**src/rtl/astro_genius_pkg.sv**
```systemverilog
// Shared AstroGenius types: command decoder FSM states, command packing {tiro, mira[2:0]}
// and helpers that validate and encode the one-hot aim field.
package astro_genius_pkg;

    typedef enum logic [3:0] {
        OCIOSO         = 4'd0,
        ESTABILIZANDO  = 4'd1,
        CAPTURA        = 4'd2,
        ESPERA_SOLTURA = 4'd3
    } estado_t;

    localparam int         CMD_LARG  = 4;
    localparam int         MIRA_LARG = 3;
    localparam logic [2:0] MIRA_MAX  = 3'd4;

    typedef struct packed {
        logic                 tiro;
        logic [MIRA_LARG-1:0] mira;
    } comando_t;

    // The aim field is accepted only when exactly one bit is set.
    function automatic logic mira_valida(input logic [4:0] m);
        return (m != 5'd0) && ((m & (m - 5'd1)) == 5'd0);
    endfunction

    function automatic logic [2:0] indice_mira(input logic [4:0] m);
        logic [2:0] idx;
        idx = 3'd0;
        for (int i = 0; i <= int'(MIRA_MAX); i++) begin
            if (m[i]) begin
                idx = 3'(i);
            end else begin
                idx = idx;
            end
        end
        return idx;
    endfunction

endpackage

```
**src/rtl/fifo_comandos.sv**
```systemverilog
// First-word-fall-through command FIFO; depth must be a power of two so the
// pointers wrap naturally. A push while full is accepted only together with a pop.
module fifo_comandos #(
    parameter int PROF = 4,
    parameter int LARG = 4
) (
    input  logic            clock,
    input  logic            reset,
    input  logic            push,
    input  logic            pop,
    input  logic [LARG-1:0] dado_escrita,
    output logic [LARG-1:0] dado_leitura,
    output logic            cheia,
    output logic            vazia,
    output logic            descarte
);

    localparam int PW = $clog2(PROF);
    localparam int CW = $clog2(PROF + 1);

    logic [LARG-1:0] mem_r [PROF];
    logic [PW-1:0]   rd_ptr_r;
    logic [PW-1:0]   wr_ptr_r;
    logic [CW-1:0]   cont_r;
    logic            pop_ef_s;
    logic            push_ef_s;

    assign vazia     = (cont_r == CW'(0));
    assign cheia     = (cont_r == CW'(PROF));
    assign pop_ef_s  = pop && !vazia;
    assign push_ef_s = push && (!cheia || pop_ef_s);
    assign descarte  = push && !push_ef_s;

    assign dado_leitura = vazia ? {LARG{1'b0}} : mem_r[rd_ptr_r];

    // Storage, pointers and occupancy count.
    always_ff @(posedge clock) begin
        if (!reset) begin
            rd_ptr_r <= {PW{1'b0}};
            wr_ptr_r <= {PW{1'b0}};
            cont_r   <= {CW{1'b0}};
            for (int i = 0; i < PROF; i++) begin
                mem_r[i] <= {LARG{1'b0}};
            end
        end else begin
            if (push_ef_s) begin
                mem_r[wr_ptr_r] <= dado_escrita;
                wr_ptr_r        <= wr_ptr_r + PW'(1);
            end else begin
                wr_ptr_r        <= wr_ptr_r;
            end
            if (pop_ef_s) begin
                rd_ptr_r <= rd_ptr_r + PW'(1);
            end else begin
                rd_ptr_r <= rd_ptr_r;
            end
            case ({push_ef_s, pop_ef_s})
                2'b10:   cont_r <= cont_r + CW'(1);
                2'b01:   cont_r <= cont_r - CW'(1);
                default: cont_r <= cont_r;
            endcase
        end
    end

endmodule

```
**src/rtl/decodifica_comandos.sv**
```systemverilog
// AstroGenius switch decoder: synchronise, debounce, validate and queue one command per press.
// Optional shot-cadence limiter enabled by defining DECODIFICA_COMANDOS_CADENCIA_EN.
module decodifica_comandos
    import astro_genius_pkg::*;
#(
    parameter int DEBOUNCE_CICLOS = 4,
    parameter int FIFO_PROF       = 4,
    parameter int CADENCIA_CICLOS = 1000
) (
    input  logic       clock,
    input  logic       reset,
    input  logic       habilita,
    input  logic [5:0] chaves,
    input  logic       comando_aceito,
    output logic       comando_valido,
    output logic       comando_tiro,
    output logic [2:0] comando_mira,
    output logic       erro_chaves,
    output logic       descartado,
    output logic       fifo_cheia,
    output logic [3:0] db_estado
);

    localparam int            DW     = $clog2(DEBOUNCE_CICLOS + 1);
    localparam logic [DW-1:0] DB_MAX = DW'(DEBOUNCE_CICLOS);
    localparam logic [DW-1:0] DB_PEN = DW'(DEBOUNCE_CICLOS - 1);

    logic [5:0]          sinc1_r;
    logic [5:0]          sinc2_r;
    logic [5:0]          padrao_r;
    logic [DW-1:0]       cont_r;
    estado_t             estado_r;
    logic                erro_r;
    logic                desc_r;

    logic                estavel_s;
    logic                chega_db_s;
    logic                captura_s;
    logic                valido_s;
    logic                push_s;
    logic                cad_desc_s;
    logic                fifo_desc_s;
    logic                fifo_vazia_s;
    comando_t            cmd_bruto_s;
    comando_t            cmd_s;
    logic [CMD_LARG-1:0] cabeca_s;

    assign estavel_s  = (sinc2_r == padrao_r);
    // "Reaching" the debounce count: the transition fires on the edge where the counter hits the limit.
    assign chega_db_s = estavel_s && (cont_r >= DB_PEN);
    assign captura_s  = (estado_r == CAPTURA);

    // Two-flop synchroniser, previous-sample register and saturating stability counter.
    always_ff @(posedge clock) begin
        if (!reset) begin
            sinc1_r  <= 6'd0;
            sinc2_r  <= 6'd0;
            padrao_r <= 6'd0;
            cont_r   <= {DW{1'b0}};
        end else begin
            sinc1_r  <= chaves;
            sinc2_r  <= sinc1_r;
            padrao_r <= sinc2_r;
            if (sinc2_r != padrao_r) begin
                cont_r <= {DW{1'b0}};
            end else if (cont_r < DB_MAX) begin
                cont_r <= cont_r + DW'(1);
            end else begin
                cont_r <= cont_r;
            end
        end
    end

    // Validate and encode the stable pattern held during CAPTURA.
    always_comb begin
        cmd_bruto_s.tiro = padrao_r[0];
        cmd_bruto_s.mira = indice_mira(padrao_r[5:1]);
        valido_s         = mira_valida(padrao_r[5:1]);
        push_s           = captura_s && valido_s;
    end

`ifdef DECODIFICA_COMANDOS_CADENCIA_EN
    localparam int CADW = $clog2(CADENCIA_CICLOS + 1);

    logic [CADW-1:0] cad_r;

    // Fire inside the cadence window is demoted to aim-only and flagged as a drop.
    always_comb begin
        cmd_s      = cmd_bruto_s;
        cad_desc_s = 1'b0;
        if ((cad_r != {CADW{1'b0}}) && cmd_bruto_s.tiro) begin
            cmd_s.tiro = 1'b0;
            cad_desc_s = push_s;
        end else begin
            cad_desc_s = 1'b0;
        end
    end

    // Cadence window: reloaded by every queued fire, counts down to zero.
    always_ff @(posedge clock) begin
        if (!reset) begin
            cad_r <= {CADW{1'b0}};
        end else if (push_s && cmd_s.tiro) begin
            cad_r <= CADW'(CADENCIA_CICLOS);
        end else if (cad_r != {CADW{1'b0}}) begin
            cad_r <= cad_r - CADW'(1);
        end else begin
            cad_r <= cad_r;
        end
    end
`else
    assign cmd_s      = cmd_bruto_s;
    assign cad_desc_s = 1'b0;
`endif

    fifo_comandos #(
        .PROF(FIFO_PROF),
        .LARG(CMD_LARG)
    ) u_fifo (
        .clock        (clock),
        .reset        (reset),
        .push         (push_s),
        .pop          (comando_aceito),
        .dado_escrita (cmd_s),
        .dado_leitura (cabeca_s),
        .cheia        (fifo_cheia),
        .vazia        (fifo_vazia_s),
        .descarte     (fifo_desc_s)
    );

    // Press FSM with registered error / drop pulses.
    always_ff @(posedge clock) begin
        if (!reset) begin
            estado_r <= OCIOSO;
            erro_r   <= 1'b0;
            desc_r   <= 1'b0;
        end else begin
            erro_r <= captura_s && !valido_s;
            desc_r <= fifo_desc_s || cad_desc_s;
            case (estado_r)
                OCIOSO: begin
                    if (habilita && (sinc2_r != 6'd0)) begin
                        estado_r <= ESTABILIZANDO;
                    end else begin
                        estado_r <= OCIOSO;
                    end
                end
                ESTABILIZANDO: begin
                    if (!estavel_s || (sinc2_r == 6'd0)) begin
                        estado_r <= OCIOSO;
                    end else if (!habilita) begin
                        estado_r <= ESPERA_SOLTURA;
                    end else if (chega_db_s) begin
                        estado_r <= CAPTURA;
                    end else begin
                        estado_r <= ESTABILIZANDO;
                    end
                end
                CAPTURA: begin
                    estado_r <= ESPERA_SOLTURA;
                end
                ESPERA_SOLTURA: begin
                    if ((sinc2_r == 6'd0) && chega_db_s) begin
                        estado_r <= OCIOSO;
                    end else begin
                        estado_r <= ESPERA_SOLTURA;
                    end
                end
                default: begin
                    estado_r <= OCIOSO;
                end
            endcase
        end
    end

    assign comando_valido = !fifo_vazia_s;
    assign comando_tiro   = cabeca_s[CMD_LARG-1];
    assign comando_mira   = cabeca_s[MIRA_LARG-1:0];
    assign erro_chaves    = erro_r;
    assign descartado     = desc_r;
    assign db_estado      = estado_r;

endmodule

```
**config.mk**
```make
export PLATFORM = sky130hd
export DESIGN_NAME = decodifica_comandos
export DESIGN_NICKNAME = d
export VERILOG_FILES = /design/src/rtl/astro_genius_pkg.sv /design/src/rtl/fifo_comandos.sv /design/src/rtl/decodifica_comandos.sv
export SDC_FILE = /design/constraint.sdc
export NUM_CORES = 1
export LEC_CHECK = 0
export BUFFER_PORTS_ARGS = -buffer_cell sky130_fd_sc_hd__buf_2
export CAP_MARGIN = 30
export CORE_MARGIN = 2
export CORE_UTILIZATION = 30
export CTS_BUF_LIST = sky130_fd_sc_hd__clkbuf_16
export CTS_CLUSTER_SIZE = 16
export DETAILED_ROUTE_END_ITERATION = 10
export PLACE_DENSITY = 0.44
export SYNTH_ARGS = -nofsm -noshare
export SYNTH_HDL_FRONTEND = slang
export SYNTH_HIERARCHICAL = 1
export SYNTH_SLANG_ARGS = --single-unit
```
**constraint.sdc**
```tcl
create_clock -name clock -period 7.4 [get_ports clock]
set_clock_uncertainty 0.15 [all_clocks]
set_input_delay 1.11 -clock clock [delete_from_list [all_inputs] [get_ports clock]]
set_output_delay 1.11 -clock clock [all_outputs]
set_load 0.01 [all_outputs]
```
[Word-level counts from Yosys, hierarchy flattened]
Memories as Yosys holds them, arrays and structs flattened. A register that Yosys moved wholly into a read port is not among the register bits.
Index checks and enable logic that the tools add are counted.
Cells by class
  add/subtract/negate cells: 6
  order comparisons: 2
  equality and inequality tests: 8
  multiplexer cells: 21
  bitwise operators: 2
  reductions and logical operators: 25
Operator list (count)
  4-bit case mux with 4 select lines: 1
  2-bit 2-to-1 mux: 7
  1-bit logical AND: 9
  3-bit 2-to-1 mux: 3
  4-bit by 2-bit == test with 1-bit output, second input constant: 2
  4-bit 2-to-1 mux: 2
  1-bit 2-to-1 mux: 7
  3-bit by 1-bit adder with 3-bit output, second input constant: 2
  6-bit == test: 1
  6-bit logical NOT: 1
  6-bit != test: 1
  3-bit case mux with 2 select lines: 1
  6-bit nonzero test: 1
  5-bit AND: 1
  1-bit logical NOT: 5
  5-bit logical NOT: 1
  5-bit nonzero test: 1
  5-bit by 1-bit subtractor with 5-bit output, second input constant: 1
  2-bit by 1-bit adder with 2-bit output, second input constant: 2
  4-bit by 1-bit == test with 1-bit output, second input constant: 1
  4-bit logical NOT: 1
  4-bit OR reduction: 1
  3-bit == test, second input constant: 1
  3-bit by 2-bit greater-or-equal comparator with 1-bit output, second input constant: 1
  other kinds (9): 10
Word-level totals
  bits in registers: 34
  RAM bits: 16
  bits of input ports: 10
  word-level logic and storage cells: 75
  memories kept: 1
Memory list
  u_fifo.mem_r: words 4, width 4, read ports 1, clocked after memory_dff 1, wr ports 4, RTL line fifo_comandos.sv:21  | logic [LARG-1:0] mem_r [PROF];

[Longest topological paths before layout]
Gate-level depths: netlist of the first run.
  depth in word-level cells: 11
  gate-level depth with buffers: 11
  depth with buffers taken out: 11

[By module]
The synthesis of the first run kept the hierarchy.
By module, submodules not included
  fifo_comandos: times used 1, cells an instance 99, area an instance 1216.2 µm², seq. area each 660.6 µm²
  decodifica_comandos: times used 1, cells an instance 97, area an instance 997.2 µm², seq. area each 500.5 µm²

[Worst setup path after synthesis of the first run]
Ideal clock, no wire load.
  path kind: input-to-reg
  start: input port comando_aceito
  end: register u_fifo.cont_r[2]
  setup time: 0.070 ns
  data arrival time: 2.480 ns
  setup slack: 4.700 ns
  stages: 7
  cell sequence: o21ai_2 ha_1 inv_1 fa_1 xor2_1 or3_1 a21oi_1
On the way
  longest elaborated chain between the ends: 5
  elaborated cells between the ends (all ways): 7
RTL lines
  start, declared: RTL line decodifica_comandos.sv:14  | input logic comando_aceito,
  1-bit logical AND (*): RTL line fifo_comandos.sv:30  | assign pop_ef_s = pop && !vazia;
  1-bit logical OR: RTL line fifo_comandos.sv:31  | assign push_ef_s = push && (!cheia || pop_ef_s);
  1-bit logical AND: RTL line fifo_comandos.sv:31
  2-bit by 1-bit == test with 1-bit output / 2-bit == test (equally long branches): RTL line fifo_comandos.sv:57  | case ({push_ef_s, pop_ef_s})
  3-bit case mux with 2 select lines / 2-bit nonzero test (equally long branches)
  end signal, assigned: RTL line fifo_comandos.sv:58  | 2'b10: cont_r <= cont_r + CW'(1);
  end signal, assigned: RTL line fifo_comandos.sv:59  | 2'b01: cont_r <= cont_r - CW'(1);
  end signal, assigned: RTL line fifo_comandos.sv:60  | default: cont_r <= cont_r;
  end, declared: RTL line fifo_comandos.sv:24  | logic [CW-1:0] cont_r;
Every way passes the cells marked *; elsewhere a longest branch is shown, timed or not.
A chain may end at the register's enable or synchronous reset.

==> results.json, run 1 <==
{
  "grt_pass1_wl_microns": 6644,
  "hold-path-cell-count": 1,
  "whs_ps": 282.0,
  "placed_cell_area_sq_um": 2400,
  "ys_top_cells_by_area": "dfxtp_1 31%, edfxtp_1 22%, and2_1 6.2%, mux4_2 4.1%, xor2_1 4.0%",
  "final_cell_area_sq_um": 2584,
  "viasPerCell": 4.392,
  "yosysTopAreaCell": "dfxtp_1",
  "drv_cap": 0,
  "fmax_mhz": 345.2,
  "synthTopCellsByCount": "34 x dfxtp_1, 22 x and2_1, 16 x edfxtp_1",
  "syn_to_final_growth_pct": 16.73,
  "initial_core_util": 0.3068,
  "rsz0062_at_grt": "false",
  "stdcell_count": 316,
  "clkSinkCount": 50,
  "remaining_drc_errors": 0,
  "place_inst": 308,
  "p_sw_w": 0.0001179,
  "ys_types": 43,
  "setup-tns-final_ps": 0,
  "drive_above_1_share": 0.2120,
  "peakVddDrop_uv": 91.83,
  "n_fill_cell": 742,
  "p_comb_frac": 0.050,
  "ys_ff_latch": 50,
  "min_path_type": "reg -> reg",
  "nets": 230,
  "ys_seq_area_frac": 0.5246,
  "finalCritPeriodShare": 0.3914,
  "place_hpwl_microns": 2764,
  "tightest_slew_ps": 746.9,
  "syn_area_sq_um": 2213,
  "rows": 31,
  "regArea_sq_um": 1161,
  "dieHeight_microns": 89.90,
  "grt_pass1_vias": 1300,
  "synth_edf_count": 16,
  "synthArstFlopShare": 0,
  "clock_path_buffers": 2,
  "antenna_cells": 0,
  "syn_avg_cell_area_sq_um": 11.29,
  "vias": 1388,
  "die_w_microns": 89.90,
  "cp-start-kind": "flip-flop",
  "postCtsHoldBufs": 0,
  "post-route-min-period_ps": 2897,
  "synthFlopType": "dfxtp_1",
  "pwr-share-clk": 0.458,
  "critPathMaxFanout": 4,
  "netlist_instances": 196,
  "cts_resized": 0,
  "core_area_sq_um": 7214,
  "grt_overflow": 0,
  "antenna_found_initial": 0,
  "dr.pass1.iters": 4,
  "slew_violations": 0,
  "yosysWarningCount": 6,
  "end_kind": "output pin",
  "yosysMostFrequentCell": "dfxtp_1",
  "seqPwrFrac": 0.493,
  "htreeDepth": 2,
  "leakage_nw": 1.102,
  "worst_ep_required_time_ps": 6140,
  "critical_path_class": "reg -> out",
  "drt_iter0_markers": 73,
  "max_slew_margin": 0.4978,
  "powerDensity_nw_per_um2": 232.7,
  "setup_ws_ps": 4503,
  "worstRegToRegCells": 11,
  "arrival_ps": 1640,
  "cts_tree": "done",
  "setup_viol": 0,
  "status": "finished clean",
  "sw_frac_of_total": 0.1961,
  "post-place-ws_ps": 4425,
  "grt_max_degree": 33,
  "dieArea_sq_um": 8081,
  "synth_top_area_frac": 0.3075,
  "drt_wl_total_microns": 3893,
  "clk_latency_ps": 280,
  "finalHoldViolCount": 0,
  "clk_pin_slew_ps": 60,
  "wire_per_inst_microns": 12.32,
  "antenna_left": 0,
  "cts_buffers": 5,
  "boundaryPins": 22,
  "p_int_w": 0.0004832,
  "post_cts_buffers": 0,
  "routabilityCongestion": 0.6971,
  "io_buffers": 19,
  "root_buffer": "clkbuf_16",
  "track_usage": 0.1025,
  "multi_input_area_sq_um": 974.7
}
==> cell families (layout without fill, tap and decap cells) <==
| family | Yosys count | after routing | synth area share |
|---|---|---|---|
| other cells | 1 | 2 | 0.001694 |
| flops | 50 | 50 | 0.5246 |
| compound gates | 25 | 25 | 0.07123 |
| buf+inv | 19 | 39 | 0.03674 |
| mux | 6 | 6 | 0.04975 |
| simple gates | 81 | 81 | 0.2504 |
| fa+ha+maj | 4 | 4 | 0.02601 |
| xor+xnor | 10 | 10 | 0.03957 |
==> routing by layer <==
| layer | vias to the layer above | global-route usage | share of wire |
|---|---|---|---|
| met2 | 25 | 0.1591 | 0.46 |
| met1 | 637 | 0.1381 | 0.49 |
| met3 | 5 | 0.02934 | 0.037 |
| met4 | 0 | 0.03462 | 0.011 |
| li1 | 721 | - | - |
| met5 | - | 0 | 0 |
==> final timing paths <==
path                          startpoint                       endpoint  slack [ps]
setup / recovery               flip-flop                   comando_tiro        4500
hold / removal     sinc1_r[1]$_SDFF_PN0_          sinc2_r[1]$_SDFF_PN0_         280
setup reg to reg  padrao_r[5]$_SDFF_PN0_  u_fifo/cont_r[2]$_SDFFE_PN0P_        4540
hold reg to reg    sinc1_r[1]$_SDFF_PN0_          sinc2_r[1]$_SDFF_PN0_         280
==> state kept, by name, summed over array words and instances (netlist names), named ones only <==
name             cells
padrao_r             6
u_fifo/rd_ptr_r      2
db_estado            2
sinc2_r              6
sinc1_r              6
u_fifo/mem_r        16
cont_r               3
erro_chaves          1
u_fifo/cont_r        3
u_fifo/wr_ptr_r      2
descartado           1
==> critical path: stages, from the launching register on <==
cell and delay (ps):
dfxtp_1 480, mux4_2 540, and2b_2 200, buf_2 130
==> per-stage QoR <==
step	util	power, W
3_3_place_gp	0.3326	0.0003327
6_report	0.3581	0.0006011
4_1_cts	0.3581	0.0006128
5_1_grt	0.3581	0.0006302
3_5_place_dp	0.3326	0.0003332
2_1_floorplan	-	0.0003237
==> cell type report <==
class	instances	area share
timing repair buffer	19	0.03680
multi-input combinational	128	0.3772
inverter	12	0.01743
clock inverter	2	0.01308
tap	99	0.04794
sequential	50	0.4494
clock buffer	6	0.05811
==> power groups by stage <==
| stage | clock network [W] | registers (W) | logic [W] |
|---|---|---|---|
| 2_1_floorplan | 0 | 0.000301 | 0.0000226 |
| 3_3_place_gp | 0 | 0.000302 | 0.0000303 |
| 3_5_place_dp | 0 | 0.000303 | 0.0000306 |
| 4_1_cts | 0.000286 | 0.000296 | 0.0000308 |
| 5_1_grt | 0.000299 | 0.000297 | 0.0000337 |
| 6_report | 0.000275 | 0.000296 | 0.0000298 |
==> cells in the final DEF, fill, tap and decap left out, types with 2 or more instances in the layout <==
cell type | netlist | routed
o21ai_0 | 8 | 8
and2_1 | 22 | 22
ha_1 | 3 | 3
and2b_2 | 5 | 5
nand2_1 | 6 | 6
and3_1 | 13 | 13
o31ai_1 | 3 | 3
mux4_2 | 4 | 4
nor3_2 | 2 | 2
conb_1 | 1 | 2
nor2_1 | 11 | 11
inv_1 | 12 | 12
clkbuf_16 | 0 | 6
and4_1 | 2 | 2
nor3_4 | 2 | 2
nor3_1 | 2 | 2
a21oi_1 | 7 | 7
buf_2 | 0 | 19
or3_1 | 3 | 3
nor2b_1 | 3 | 3
mux2i_1 | 2 | 2
xor2_1 | 10 | 10
edfxtp_1 | 16 | 16
dfxtp_1 | 34 | 34
Power figures use the tool's default switching activity.
==> run 2, diff against run 1 <==
- ABC_AREA: unset -> 1
- PLACE_DENSITY: 0.44 -> 0.46
- clock period: 7.4 -> 2.5 ns (I/O delays scaled with it)
==> results.json, run 2 <==
{
  "yosysTopAreaCell": "dfxtp_1",
  "powerDensity_nw_per_um2": 708.6,
  "cp-start-kind": "flip-flop",
  "ys_ff_latch": 50,
  "fmax_mhz": 444.1,
  "yosysWarningCount": 6,
  "antenna_cells": 0,
  "clk_pin_slew_ps": 70,
  "root_buffer": "clkbuf_16",
  "final_common_cell": "inv_1",
  "dr.pass1.iters": 4,
  "vias": 1660,
  "ys_top_cells_by_area": "dfxtp_1 30%, edfxtp_1 21%, inv_1 8.5%, nand2_1 8.5%, nor2_1 6.8%",
  "synthTopCellsByCount": "51 x inv_1, 51 x nand2_1, 41 x nor2_1",
  "ys_types": 31,
  "dieArea_sq_um": 8221,
  "antenna_left": 0,
  "syn_to_final_growth_pct": 18.49,
  "cts_buffers": 5,
  "place_hpwl_microns": 3041,
  "viasPerCell": 4.109,
  "rsz0062_at_grt": "false",
  "post-place-ws_ps": 149.3,
  "boundaryPins": 22,
  "leakage_nw": 1.327,
  "routabilityCongestion": 0.7344,
  "slew_violations": 0,
  "initial_core_util": 0.3107,
  "r2r-start": "padrao_r[4]$_SDFF_PN0_",
  "largest_register_ffs": 16,
  "drt_iter0_markers": 77,
  "rrSetupSlack_ps": 250,
  "finalHoldViolCount": 0,
  "grt_pass1_vias": 1561,
  "min_path_type": "in -> reg",
  "nets": 318,
  "whs_ps": 117.7,
  "layout_common_cells": "52 x inv_1, 51 x nand2_1, 39 x nor2_1",
  "peakVddDrop_uv": 335.3,
  "worst_ep_required_time_ps": 2530,
  "grt_max_degree": 20,
  "wire_per_inst_microns": 9.844,
  "syn_area_sq_um": 2253,
  "track_usage": 0.1055,
  "drv_cap": 0,
  "cts_tree": "done",
  "rows": 31,
  "syn_avg_cell_area_sq_um": 8.165,
  "setup_viol": 0,
  "synthArstFlopShare": 0,
  "setup-tns-final_ps": 0,
  "arrival_ps": 2280,
  "clkSinkCount": 50,
  "critical_path_class": "reg -> reg",
  "htreeDepth": 2,
  "status": "finished clean",
  "synthFlopType": "dfxtp_1",
  "synth_edf_count": 16,
  "ys_seq_area_frac": 0.5153,
  "post-route-min-period_ps": 2252,
  "postCtsHoldBufs": 0,
  "clk_latency_ps": 290,
  "timing.rr.end": "u_fifo/cont_r[2]$_SDFFE_PN0P_",
  "antenna_found_initial": 0,
  "worstRegToRegCells": 16,
  "die_w_microns": 90.67,
  "finalCritPeriodShare": 0.9007,
  "drive_above_1_share": 0.1869,
  "grt_pass1_wl_microns": 6913,
  "dieHeight_microns": 90.67,
  "largest_register": "u_fifo/mem_r",
  "end_kind": "flip-flop",
  "clock_path_buffers": 2,
  "io_buffers": 19,
  "cp-startpoint": "padrao_r[4]$_SDFF_PN0_",
  "remaining_drc_errors": 0,
  "grt_overflow": 0,
  "synth_top_area_frac": 0.3021,
  "crit_end": "u_fifo/cont_r[2]$_SDFFE_PN0P_",
  "drt_wl_total_microns": 3977,
  "netlist_instances": 276,
  "core_area_sq_um": 7253,
  "setup_ws_ps": 248.4,
  "critPathMaxFanout": 4
}
run 2: cell count changes in the layout (fill, tap and decap cells not counted), moves of 5 or more:
cell / before / now
o21ai_0: 8 / 15
and2_1: 22 / 0
nand3_1: 1 / 6
nand2_1: 6 / 51
inv_1: 12 / 52
nor2_1: 11 / 39
and2b_2: 5 / 0
xor2_1: 10 / 4
nand2_2: 0 / 5
buf_4: 0 / 8
and3_1: 13 / 0
run 2: timing repair:
action	4_1_cts	5_1_grt
hold endpoints to repair	0	0
setup buffers	0	1
endpoints found under the setup margin	0	1
resized for setup	0	4
run 2: area by class of cell:
cell class              instances  area [sq um]
inverters                      56         210.2
clock buffers                   5         125.1
multi-input cells             164         857.1
well taps                      99         123.9
flip-flops and latches         50          1161
fillers                       788          4583
clock inverters                 3         37.54
repair buffers                 27         155.1
run 2: cell families after synthesis:
kind of cell | synth area share
buf+inv | 0.1116
xor+xnor | 0.02721
simple gates | 0.2493
other cells | 0.001664
fa+ha+maj | 0.02554
flops | 0.5153
compound gates | 0.06941
run 2: worst min-delay path by stage:
stage | slack [ps] | start | cells after the start | end
4_1_cts | 110 | chaves[5] | 3 | sinc1_r[5]$_SDFF_PN0_
6_report | 120 | chaves[0] | 3 | sinc1_r[0]$_SDFF_PN0_
3_5_place_dp | 240 | sinc1_r[4]$_SDFF_PN0_ | 2 | sinc2_r[4]$_SDFF_PN0_
3_3_place_gp | 240 | sinc1_r[2]$_SDFF_PN0_ | 2 | sinc2_r[2]$_SDFF_PN0_
5_1_grt | 120 | chaves[2] | 3 | sinc1_r[2]$_SDFF_PN0_
2_1_floorplan | 240 | sinc1_r[0]$_SDFF_PN0_ | 2 | sinc2_r[0]$_SDFF_PN0_
run 2: power by group:
part	switching [W]	total, W	internal [W]
Sequential	0.0000328	0.000909	0.000876
Combinational	0.000151	0.000239	0.0000883
Clock	0.000279	0.000744	0.000465
Total	0.000463	0.00189	0.00143
run 2: layer usage:
| metal | vias up | GRT usage | wire (microns) |
|---|---|---|---|
| li1 | 897 | - | - |
| met1 | 733 | 0.1306 | 1942 |
| met2 | 25 | 0.1704 | 1839 |
| met3 | 5 | 0.02838 | 127 |
| met4 | 0 | 0.05000 | 69 |
| met5 | - | 0 | 0 |
run 2: critical path, cell delays in order, from the launching register on:
cell and delay, ps:
dfxtp_1 350, nor2_2 150, inv_2 50, nor2_2 110, nand2_1 60, o211ai_1 90
a21oi_2 70, inv_2 70, nor2_4 40, nand2_4 50, ha_2 170, inv_1 60
fa_1 370, nand2_1 80, nand3_1 90, o21ai_0 150, a21oi_1 50
run 2: stage by stage:
step	power, W	utilization	instance area (sq um)	cells
2_1_floorplan	0.001096	-	2257	277
3_3_place_gp	0.001166	0.3429	2487	395
3_5_place_dp	0.001167	0.3429	2487	395
4_1_cts	0.001920	0.3654	2650	403
5_1_grt	0.001996	0.3681	2670	404
6_report	0.001892	0.3681	2670	404
